<file path="config.mk">
export PLATFORM = sky130hd
export DESIGN_NAME = divider_arbiter_flat
export DESIGN_NICKNAME = d
export VERILOG_FILES = /design/src/rtl/divider_arbiter_if.sv /design/src/rtl/divider_arbiter.sv /design/src/flat_wrapper.sv
export SDC_FILE = /design/constraint.sdc
export NUM_CORES = 1
export LEC_CHECK = 0
export ABC_AREA = 1
export BUFFER_PORTS_ARGS = -buffer_cell sky130_fd_sc_hd__buf_2
export CAP_MARGIN = 5
export CORE_ASPECT_RATIO = 1.25
export CORE_MARGIN = 4
export CORE_UTILIZATION = 51
export DETAILED_ROUTE_END_ITERATION = 7
export HOLD_SLACK_MARGIN = 0.02
export PLACE_DENSITY_LB_ADDON = 0.12
export SETUP_SLACK_MARGIN = 0.02
export SLEW_MARGIN = 20
export SYNTH_ARGS = -nofsm -noshare
export SYNTH_HDL_FRONTEND = slang
export SYNTH_SLANG_ARGS = --single-unit
</file>
<file path="constraint.sdc">
create_clock -name Clk -period 2.9 [get_ports Clk]
set_input_delay 0 -clock Clk [delete_from_list [all_inputs] [get_ports Clk]]
set_output_delay 0 -clock Clk [all_outputs]
set_load 0.05 [all_outputs]
</file>
<file path="src/rtl/divider_arbiter_if.sv">
// Requester-side and divider-side bus of divider_arbiter.
// The arbiter connects through the slave modport; the environment uses master.
interface divider_arbiter_if #(
   parameter int WIDTH = 10
);
   logic             req0;
   logic [WIDTH-1:0] num0;
   logic [WIDTH-1:0] den0;
   logic             req1;
   logic [WIDTH-1:0] num1;
   logic [WIDTH-1:0] den1;
   logic             ack0;
   logic             ack1;
   logic [WIDTH-1:0] res_quotient;
   logic [WIDTH-1:0] res_remainder;
   logic             res_err;
   logic             busy;
   logic             div_start;
   logic [WIDTH-1:0] div_numerator;
   logic [WIDTH-1:0] div_denominator;
   logic [WIDTH-1:0] div_quotient;
   logic [WIDTH-1:0] div_remainder;
   logic             div_done;

   modport slave (
      input  req0, num0, den0, req1, num1, den1,
      input  div_quotient, div_remainder, div_done,
      output ack0, ack1, res_quotient, res_remainder, res_err, busy,
      output div_start, div_numerator, div_denominator
   );

   modport master (
      output req0, num0, den0, req1, num1, den1,
      output div_quotient, div_remainder, div_done,
      input  ack0, ack1, res_quotient, res_remainder, res_err, busy,
      input  div_start, div_numerator, div_denominator
   );
endinterface

</file>
<file path="src/rtl/divider_arbiter.sv">
// Round-robin arbiter sharing one integer_divider between two requesters.
// Optional DIVARB_WATCHDOG_EN adds a WAIT-state timeout of WD_CYCLES cycles.
module divider_arbiter #(
   parameter int WIDTH     = 10,
   parameter int WD_CYCLES = 64
) (
   input  logic             Clk,
   input  logic             reset,
   divider_arbiter_if.slave bus
);

   localparam logic [1:0] IDLE    = 2'd0;
   localparam logic [1:0] START   = 2'd1;
   localparam logic [1:0] WAIT    = 2'd2;
   localparam logic [1:0] RESPOND = 2'd3;

   if (WIDTH < 1) begin : g_bad_width
      $error("divider_arbiter: WIDTH must be at least 1");
   end
   if (WD_CYCLES < 1) begin : g_bad_wd
      $error("divider_arbiter: WD_CYCLES must be at least 1");
   end

   logic [1:0]       state;
   logic             grant_id;
   logic             last_served;
   logic             first_wait;
   logic             ack0;
   logic             ack1;
   logic             div_start;
   logic             res_err;
   logic [WIDTH-1:0] div_numerator;
   logic [WIDTH-1:0] div_denominator;
   logic [WIDTH-1:0] res_quotient;
   logic [WIDTH-1:0] res_remainder;

   logic             any_req;
   logic             pick1;
   logic             done_ok;
   logic             wd_expired;
   logic [WIDTH-1:0] sel_num;
   logic [WIDTH-1:0] sel_den;

   // On a tie the requester that was not served last wins.
   always_comb begin
      any_req = bus.req0 | bus.req1;
      pick1   = bus.req1 & (~bus.req0 | ~last_served);
      sel_num = pick1 ? bus.num1 : bus.num0;
      sel_den = pick1 ? bus.den1 : bus.den0;
   end

   // The divider's done from the previous operation may linger into the first WAIT cycle.
   assign done_ok = bus.div_done & ~first_wait;

`ifdef DIVARB_WATCHDOG_EN
   localparam int WD_W = $clog2(WD_CYCLES + 1);

   logic [WD_W-1:0] wd_cnt;

   always_ff @(posedge Clk or negedge reset) begin
      if (!reset) begin
         wd_cnt <= '0;
      end else if (state == WAIT && !done_ok && !wd_expired) begin
         wd_cnt <= wd_cnt + 1'b1;
      end else begin
         wd_cnt <= '0;
      end
   end

   assign wd_expired = (state == WAIT) && (wd_cnt == WD_W'(WD_CYCLES));
`else
   assign wd_expired = 1'b0;
`endif

   always_ff @(posedge Clk or negedge reset) begin
      if (!reset) begin
         state           <= IDLE;
         grant_id        <= 1'b0;
         last_served     <= 1'b1;
         first_wait      <= 1'b0;
         ack0            <= 1'b0;
         ack1            <= 1'b0;
         div_start       <= 1'b0;
         res_err         <= 1'b0;
         div_numerator   <= '0;
         div_denominator <= '0;
         res_quotient    <= '0;
         res_remainder   <= '0;
      end else begin
         ack0      <= 1'b0;
         ack1      <= 1'b0;
         div_start <= 1'b0;
         case (state)
            IDLE: begin
               if (any_req) begin
                  grant_id        <= pick1;
                  last_served     <= pick1;
                  div_numerator   <= sel_num;
                  div_denominator <= sel_den;
                  if (sel_den == '0) begin
                     res_quotient  <= '1;
                     res_remainder <= sel_num;
                     res_err       <= 1'b1;
                     ack0          <= ~pick1;
                     ack1          <= pick1;
                     state         <= RESPOND;
                  end else begin
                     div_start <= 1'b1;
                     state     <= START;
                  end
               end
            end
            START: begin
               first_wait <= 1'b1;
               state      <= WAIT;
            end
            WAIT: begin
               first_wait <= 1'b0;
               if (done_ok) begin
                  res_quotient  <= bus.div_quotient;
                  res_remainder <= bus.div_remainder;
                  res_err       <= 1'b0;
                  ack0          <= ~grant_id;
                  ack1          <= grant_id;
                  state         <= RESPOND;
               end else if (wd_expired) begin
                  res_quotient  <= '1;
                  res_remainder <= '0;
                  res_err       <= 1'b1;
                  ack0          <= ~grant_id;
                  ack1          <= grant_id;
                  state         <= RESPOND;
               end
            end
            default: begin
               state <= IDLE;
            end
         endcase
      end
   end

   assign bus.busy            = (state != IDLE);
   assign bus.ack0            = ack0;
   assign bus.ack1            = ack1;
   assign bus.div_start       = div_start;
   assign bus.div_numerator   = div_numerator;
   assign bus.div_denominator = div_denominator;
   assign bus.res_quotient    = res_quotient;
   assign bus.res_remainder   = res_remainder;
   assign bus.res_err         = res_err;

endmodule

</file>
<file path="src/flat_wrapper.sv">
// flat-port wrapper written by rule: the top's interface ports become plain ports
module divider_arbiter_flat 
#(
   parameter int WIDTH     = 10,
   parameter int WD_CYCLES = 64
)
  (Clk, reset, bus_req0, bus_num0, bus_den0, bus_req1, bus_num1, bus_den1, bus_div_quotient, bus_div_remainder, bus_div_done, bus_ack0, bus_ack1, bus_res_quotient, bus_res_remainder, bus_res_err, bus_busy, bus_div_start, bus_div_numerator, bus_div_denominator);
  divider_arbiter_if #(.WIDTH(WIDTH)) bus_i ();
  input  logic Clk;
  input  logic reset;
  input wire logic [$bits(bus_i.req0)-1:0] bus_req0;
  input wire logic [$bits(bus_i.num0)-1:0] bus_num0;
  input wire logic [$bits(bus_i.den0)-1:0] bus_den0;
  input wire logic [$bits(bus_i.req1)-1:0] bus_req1;
  input wire logic [$bits(bus_i.num1)-1:0] bus_num1;
  input wire logic [$bits(bus_i.den1)-1:0] bus_den1;
  input wire logic [$bits(bus_i.div_quotient)-1:0] bus_div_quotient;
  input wire logic [$bits(bus_i.div_remainder)-1:0] bus_div_remainder;
  input wire logic [$bits(bus_i.div_done)-1:0] bus_div_done;
  output wire logic [$bits(bus_i.ack0)-1:0] bus_ack0;
  output wire logic [$bits(bus_i.ack1)-1:0] bus_ack1;
  output wire logic [$bits(bus_i.res_quotient)-1:0] bus_res_quotient;
  output wire logic [$bits(bus_i.res_remainder)-1:0] bus_res_remainder;
  output wire logic [$bits(bus_i.res_err)-1:0] bus_res_err;
  output wire logic [$bits(bus_i.busy)-1:0] bus_busy;
  output wire logic [$bits(bus_i.div_start)-1:0] bus_div_start;
  output wire logic [$bits(bus_i.div_numerator)-1:0] bus_div_numerator;
  output wire logic [$bits(bus_i.div_denominator)-1:0] bus_div_denominator;
  assign bus_i.req0 = bus_req0;
  assign bus_i.num0 = bus_num0;
  assign bus_i.den0 = bus_den0;
  assign bus_i.req1 = bus_req1;
  assign bus_i.num1 = bus_num1;
  assign bus_i.den1 = bus_den1;
  assign bus_i.div_quotient = bus_div_quotient;
  assign bus_i.div_remainder = bus_div_remainder;
  assign bus_i.div_done = bus_div_done;
  assign bus_ack0 = bus_i.ack0;
  assign bus_ack1 = bus_i.ack1;
  assign bus_res_quotient = bus_i.res_quotient;
  assign bus_res_remainder = bus_i.res_remainder;
  assign bus_res_err = bus_i.res_err;
  assign bus_busy = bus_i.busy;
  assign bus_div_start = bus_i.div_start;
  assign bus_div_numerator = bus_i.div_numerator;
  assign bus_div_denominator = bus_i.div_denominator;
  divider_arbiter #(.WIDTH(WIDTH), .WD_CYCLES(WD_CYCLES)) u_core (.Clk(Clk), .reset(reset), .bus(bus_i));
endmodule
</file>
## After elaboration in Yosys (flattened, before gate mapping)

Cells that the tools add are included.
W data, S select, Z words.

| operators by class | value |
|---|---|
| equality and inequality tests | 5 |
| multiplexer cells | 30 |
| bitwise gates (word level) | 9 |
| reductions and logical operators | 8 |

Operator list:

| kind | number |
|---|---|
| $mux W10 | 8 |
| $pmux W10 S2 | 2 |
| $mux W1 | 12 |
| $logic_not A10 Y1 | 1 |
| $pmux W1 S2 | 4 |
| $mux W2 | 3 |
| $ne A2 B1 Y1 const B | 3 |
| $pmux W2 S3 | 1 |
| $reduce_bool A2 Y1 | 3 |
| $not A1 Y1 | 5 |
| $reduce_and A2 Y1 | 2 |
| $reduce_and A4 Y1 | 1 |
| $and A1 B1 Y1 | 2 |
| $eq A2 B1 Y1 const B | 1 |
| $eq A2 B2 Y1 const B | 1 |
| $logic_not A2 Y1 | 1 |
| $or A1 B1 Y1 | 2 |

| word-level totals | value |
|---|---|
| register bits | 49 |
| bits of input ports | 65 |
| output and inout port bits | 45 |
| word-level logic and storage cells | 64 |

## Longest topological paths before layout

| depth | value |
|---|---|
| word-level depth | 8 |
| gate-level depth with buffers | 13 |

## Least setup slack after synthesis

OpenSTA, ideal clock, no wires.

| timing path | value |
|---|---|
| path type | register to register |
| start point | register u_core.state[0] |
| end point | register u_core.div_denominator[0] (netlist: u_core.bus.div_denominator[0]) |
| setup time | 0.135 ns |
| data arrival time | 1.802 ns |
| required time | 2.765 ns |
| slack | 0.963 ns |
| cell stages (with the launch flop) | 9 |
| path buffers | 1 |
| path through | dfrtp_1 > inv_1 > ha_1 > inv_1 > nor2_1 > inv_2 > clkbuf_1 > nand2_1 > o21ai_0 |

| between the ends | value |
|---|---|
| longest elaborated chain between the ends | 2 |

RTL lines:

| item | line | source |
|---|---|---|
| from (decl) | divider_arbiter.sv:24 | `logic [1:0] state;` |
| from (signal assigned) | divider_arbiter.sv:77 | `state <= IDLE;` |
| from (signal assigned) | divider_arbiter.sv:106 | `state <= RESPOND;` |
| from (signal assigned) | divider_arbiter.sv:109 | `state <= START;` |
| $logic_not A2 Y1 | divider_arbiter.sv:93 | `case (state)` |
| $reduce_and A2 Y1 (no line) | n/a |  |
| to (signal assigned) | divider_arbiter.sv:99 | `div_denominator <= sel_den;` |
| to (decl) | divider_arbiter.sv:33 | `logic [WIDTH-1:0] div_denominator;` |

No other way between the ends.
A chain may end at the register's enable or synchronous reset.

## Final worst setup path

| timing path | value |
|---|---|
| start point | register u_core.last_served |
| end point | register u_core.res_remainder[6] (netlist: u_core.bus.res_remainder[6]) |

| between the ends | value |
|---|---|
| longest elaborated chain between the ends | 7 |
| elaborated cells on any way between the ends | 11 |
| those cells by class | eq/ne (1); mux (5); bitwise (3); reduce/logical (2) |

RTL lines:

| item | line | source |
|---|---|---|
| from (decl) | divider_arbiter.sv:26 | `logic last_served;` |
| from (signal assigned) | divider_arbiter.sv:97 | `last_served <= pick1;` |
| $not A1 Y1 (*) | divider_arbiter.sv:47 | `pick1 = bus.req1 & (~bus.req0 \| ~last_served);` |
| $or A1 B1 Y1 (*) | divider_arbiter.sv:47 |  |
| $and A1 B1 Y1 (*) | divider_arbiter.sv:47 |  |
| $mux W10 (on tied branches) | divider_arbiter.sv:49, divider_arbiter.sv:48 |  |
| $logic_not A10 Y1 / $mux W10 (equally long branches) | divider_arbiter.sv:100 | `if (sel_den == '0) begin` |
| $ne A2 B1 Y1 (no line) / $mux W10 (equally long branches) | n/a |  |
| $reduce_and A4 Y1 (no line) / $pmux W10 S2 (equally long branches) | n/a |  |
| to (signal assigned) | divider_arbiter.sv:102 | `res_remainder <= sel_num;` |
| to (signal assigned) | divider_arbiter.sv:121 | `res_remainder <= bus.div_remainder;` |
| to (decl) | divider_arbiter.sv:35 | `logic [WIDTH-1:0] res_remainder;` |

Mark *: on every way between the ends. The rest lies on a longest branch, timed or not. The select of a mux whose other input is x is not followed.

==> run_results.csv <==
group,metric,value,unit
synth,ys_warn_count,0,
floorplan,rows,28,
drt,drc,0,
power,ir_worst_vdd,632,µV
drt,num_vias,2292,
drt,routed.top_layer,"met4",
drt,m1WireLength,2.56,mm
floorplan,die_w,70.2,µm
placed_design,globalplace.congestion,0.837,
drt,wl_met2,2.90,mm
floorplan,chipHeight,85.8,µm
floorplan,dieArea,6020,µm²
synth,synth_ff_type,"dfrtp_1",
drt,drt-initial-drc-count,187,
sta,finalSetupViolations,0,
sta,slew-limit-headroom,0.443,
setup_path,crit_path_start,"u_core.last_served",
placed_design,portBuffers,109,
finish,nNetsFinal,477,
synth,synth_area_leaders,"dfrtp_1, nand2_1, o21ai_0",
global_routing,grt_first_pass_wirelength,9.96,mm
synth,ys_types,24,
drt,ant_nets,0,
clock_network,cts-root-buf,"clkbuf_8",
min_path,hold_class,"input port to register",
floorplan,initial_utilization,0.526,
power,totalPowerFinal,4.30,mW
setup_path,r2r_slack,550,ps
clock_network,post_cts_buffers,0,
sta,skew,4.17,ps
sta,whs,29.9,ps
clock_network,clkTransAtPathRegs,90,ps
sta,hold_viol,0,
drt,routedWlPerCell,12.7,µm
drt,first_pass_iters,5,
synth,synth_top_area_frac,0.487,
clock_network,clock_path_buffers,2,
global_routing,overflow,0,
synth,synth-seq-cells,49,
synth,synthesis.area,2470,µm²
setup_path,worstPathCellList,"nand2_2 -> nand2_4 -> inv_1 -> nand2_1 -> nand2_1 -> nor2_1 -> nand3_2 -> nand2_4 -> nand2_4 -> nand2_1 -> nand2_1",
floorplan,core,4690,µm²
sta,max_freq,0.426,GHz
setup_path,end_kind,"register",
sta,rsz0062_at_grt,"no",
setup_path,cp_slowest_cell,"dfstp_2",
synth,synth_top_cell_by_area,"dfrtp_1",
clock_network,cts_sinks,49,
synth,synth-edff-count,0,
sta,fin_crit,2350,ps
synth,synth_commonest_cells,"nand2_1, dfrtp_1, o21ai_0",
finish,area_delta_synth_final,30.1,%
floorplan,ios,110,
drt,vias_per_cell,4.88,
drt,drt-total-wl,5.96,mm
synth,synth-async-reset-ratio,1.00,
power,p_per_area,1340,nW/µm²
synth,syn_inst,298,
global_routing,antenna_found_initial,0,
clock_network,cts_hold_buf,10,
clock_network,cts_tree,"built",
synth,syn_nets,366,
placed_design,hpwl,4.55,mm
synth,syn_area_per_cell,8.28,µm²
sta,finalCritPeriodShare,0.809,
setup_path,rr_worst_depth,11,
setup_path,timing.rr.start,"u_core.last_served",
clock_network,cts_resized,0,
setup_path,cpPeakStageDelay,550,ps
global_routing,grt.total_usage,0.205,
sta,tightest_slew,835,ps
clock_network,clk_latency,290,ps
sta,setup-tns-final,0,ps
sta,drv_slew,0,
drt,met3WireLength,453,µm
job,maxCapViolations,0,
setup_path,path_max_fanout,23,
synth,synth.most_common_cell,"nand2_1",
outcome,status,"completed",
synth,ys_seq_area_frac,0.497,
setup_path,worst-setup-path-type,"register to register",
finish,antenna_cells,0,
setup_path,cp.arrival,2540,ps
finish,drive_above_1_share,0.334,
global_routing,first_global_vias,2217,
clock_network,numCtsBuffers,5,
power,p_leak,1.79,nW
setup_path,cpMostUsedCell,"nand2_1",
setup_path,worstSetupEndpoint,"u_core.bus.res_remainder[6]",
setup_path,startpoint_type,"register",
setup_path,cp_data_required_time,3090,ps
clock_network,htree_levels,2,
setup_path,r2r_end,"u_core.bus.res_remainder[6]",
global_routing,grt_max_degree,50,
worst min path at each step:
stage / startpoint / end / slack (ps) / cells after the start
final: bus_num1[6] / u_core.bus.div_numerator[6] / 30 / 3
after global routing: bus_div_quotient[0] / u_core.bus.res_quotient[0] / 20 / 4
after global placement: reset / u_core.bus.res_remainder[2] / 250 / 1
after detailed placement: reset / u_core.bus.res_remainder[7] / 260 / 1
after floorplan: reset / u_core.bus.ack0 / -300 / 0
after CTS: bus_div_quotient[5] / u_core.bus.res_quotient[5] / 20 / 4
stage by stage:
| step | utilization | instance area [µm²] | worst slack (ps) | std cells |
|---|---|---|---|---|
| final | 0.684 | 3210 | 554 | 470 |
| after global placement | 0.637 | 2990 | 647 | 452 |
| after CTS | 0.683 | 3210 | 544 | 470 |
| after floorplan | - | 2470 | 963 | 298 |
| after global routing | 0.684 | 3210 | 247 | 470 |
| after detailed placement | 0.637 | 2990 | 567 | 452 |
flip-flops by register name, indices dropped and copies added (netlist names):
signal                      count
u_core.bus.div_denominator     10
u_core.bus.div_numerator       10
u_core.bus.res_quotient        10
u_core.bus.res_remainder       10
u_core.state                    2
u_core.bus.ack0                 1
u_core.bus.ack1                 1
u_core.bus.div_start            1
u_core.bus.res_err              1
u_core.first_wait               1
u_core.grant_id                 1
u_core.last_served              1
cells in the final DEF, fill, tap and decap left out, types with 6 or more instances in the layout:
| master | Yosys | final |
|---|---|---|
| nor2_1 | 10 | 9 |
| inv_1 | 17 | 17 |
| dfrtp_1 | 48 | 48 |
| nand2_1 | 107 | 107 |
| mux2i_1 | 10 | 10 |
| buf_2 | 2 | 108 |
| or2_2 | 10 | 10 |
| o21ai_0 | 26 | 26 |
| clkbuf_8 | 0 | 6 |
| nand3_1 | 24 | 24 |
| dlygate4sd3_1 | 0 | 10 |
| o21ai_1 | 7 | 7 |
| nand3b_1 | 7 | 7 |
metal layers:
metal  vias to the layer above  global-route usage
li1                       1174                   -
met1                      1031               0.255
met2                        83               0.350
met3                         4              0.0539
met4                         0              0.0575
met5                         -                   0
power by group:
| part | leakage [nW] | total, mW | internal, mW | switching [mW] |
|---|---|---|---|---|
| Clock | 0.0585 | 0.496 | 0.281 | 0.215 |
| Sequential | 0.594 | 1.20 | 1.03 | 0.168 |
| Combinational | 1.13 | 2.61 | 0.645 | 1.96 |
critical path: cells and delay by family, from the launching register on:
kind | cells | cell delay (ps)
simple gates | 10 | 1540
flops | 1 | 550
buf+inv | 1 | 130
final cells by class:
| type | instances | area, µm² |
|---|---|---|
| Clock buffer | 7 | 86.3 |
| Clock inverter | 1 | 30.0 |
| Fill cell | 432 | 1480 |
| Inverter | 18 | 67.6 |
| Multi-Input combinational cell | 215 | 1070 |
| Sequential cell | 49 | 1230 |
| Tap cell | 60 | 75.1 |
| Timing Repair Buffer | 120 | 656 |
cells by family (layout without fill, tap and decap cells):
logic type                 Yosys count  in the layout  synth area share
DFF                                 49             49             0.497
AOI/OAI and AO/OA                   36             36            0.0750
and+or+nand+nor                    166            166             0.301
adders and majority gates            3              3            0.0152
muxes                               10             10            0.0405
buffers and inverters               34            146            0.0710
Note: power is estimated with default switching activity, not from simulation.
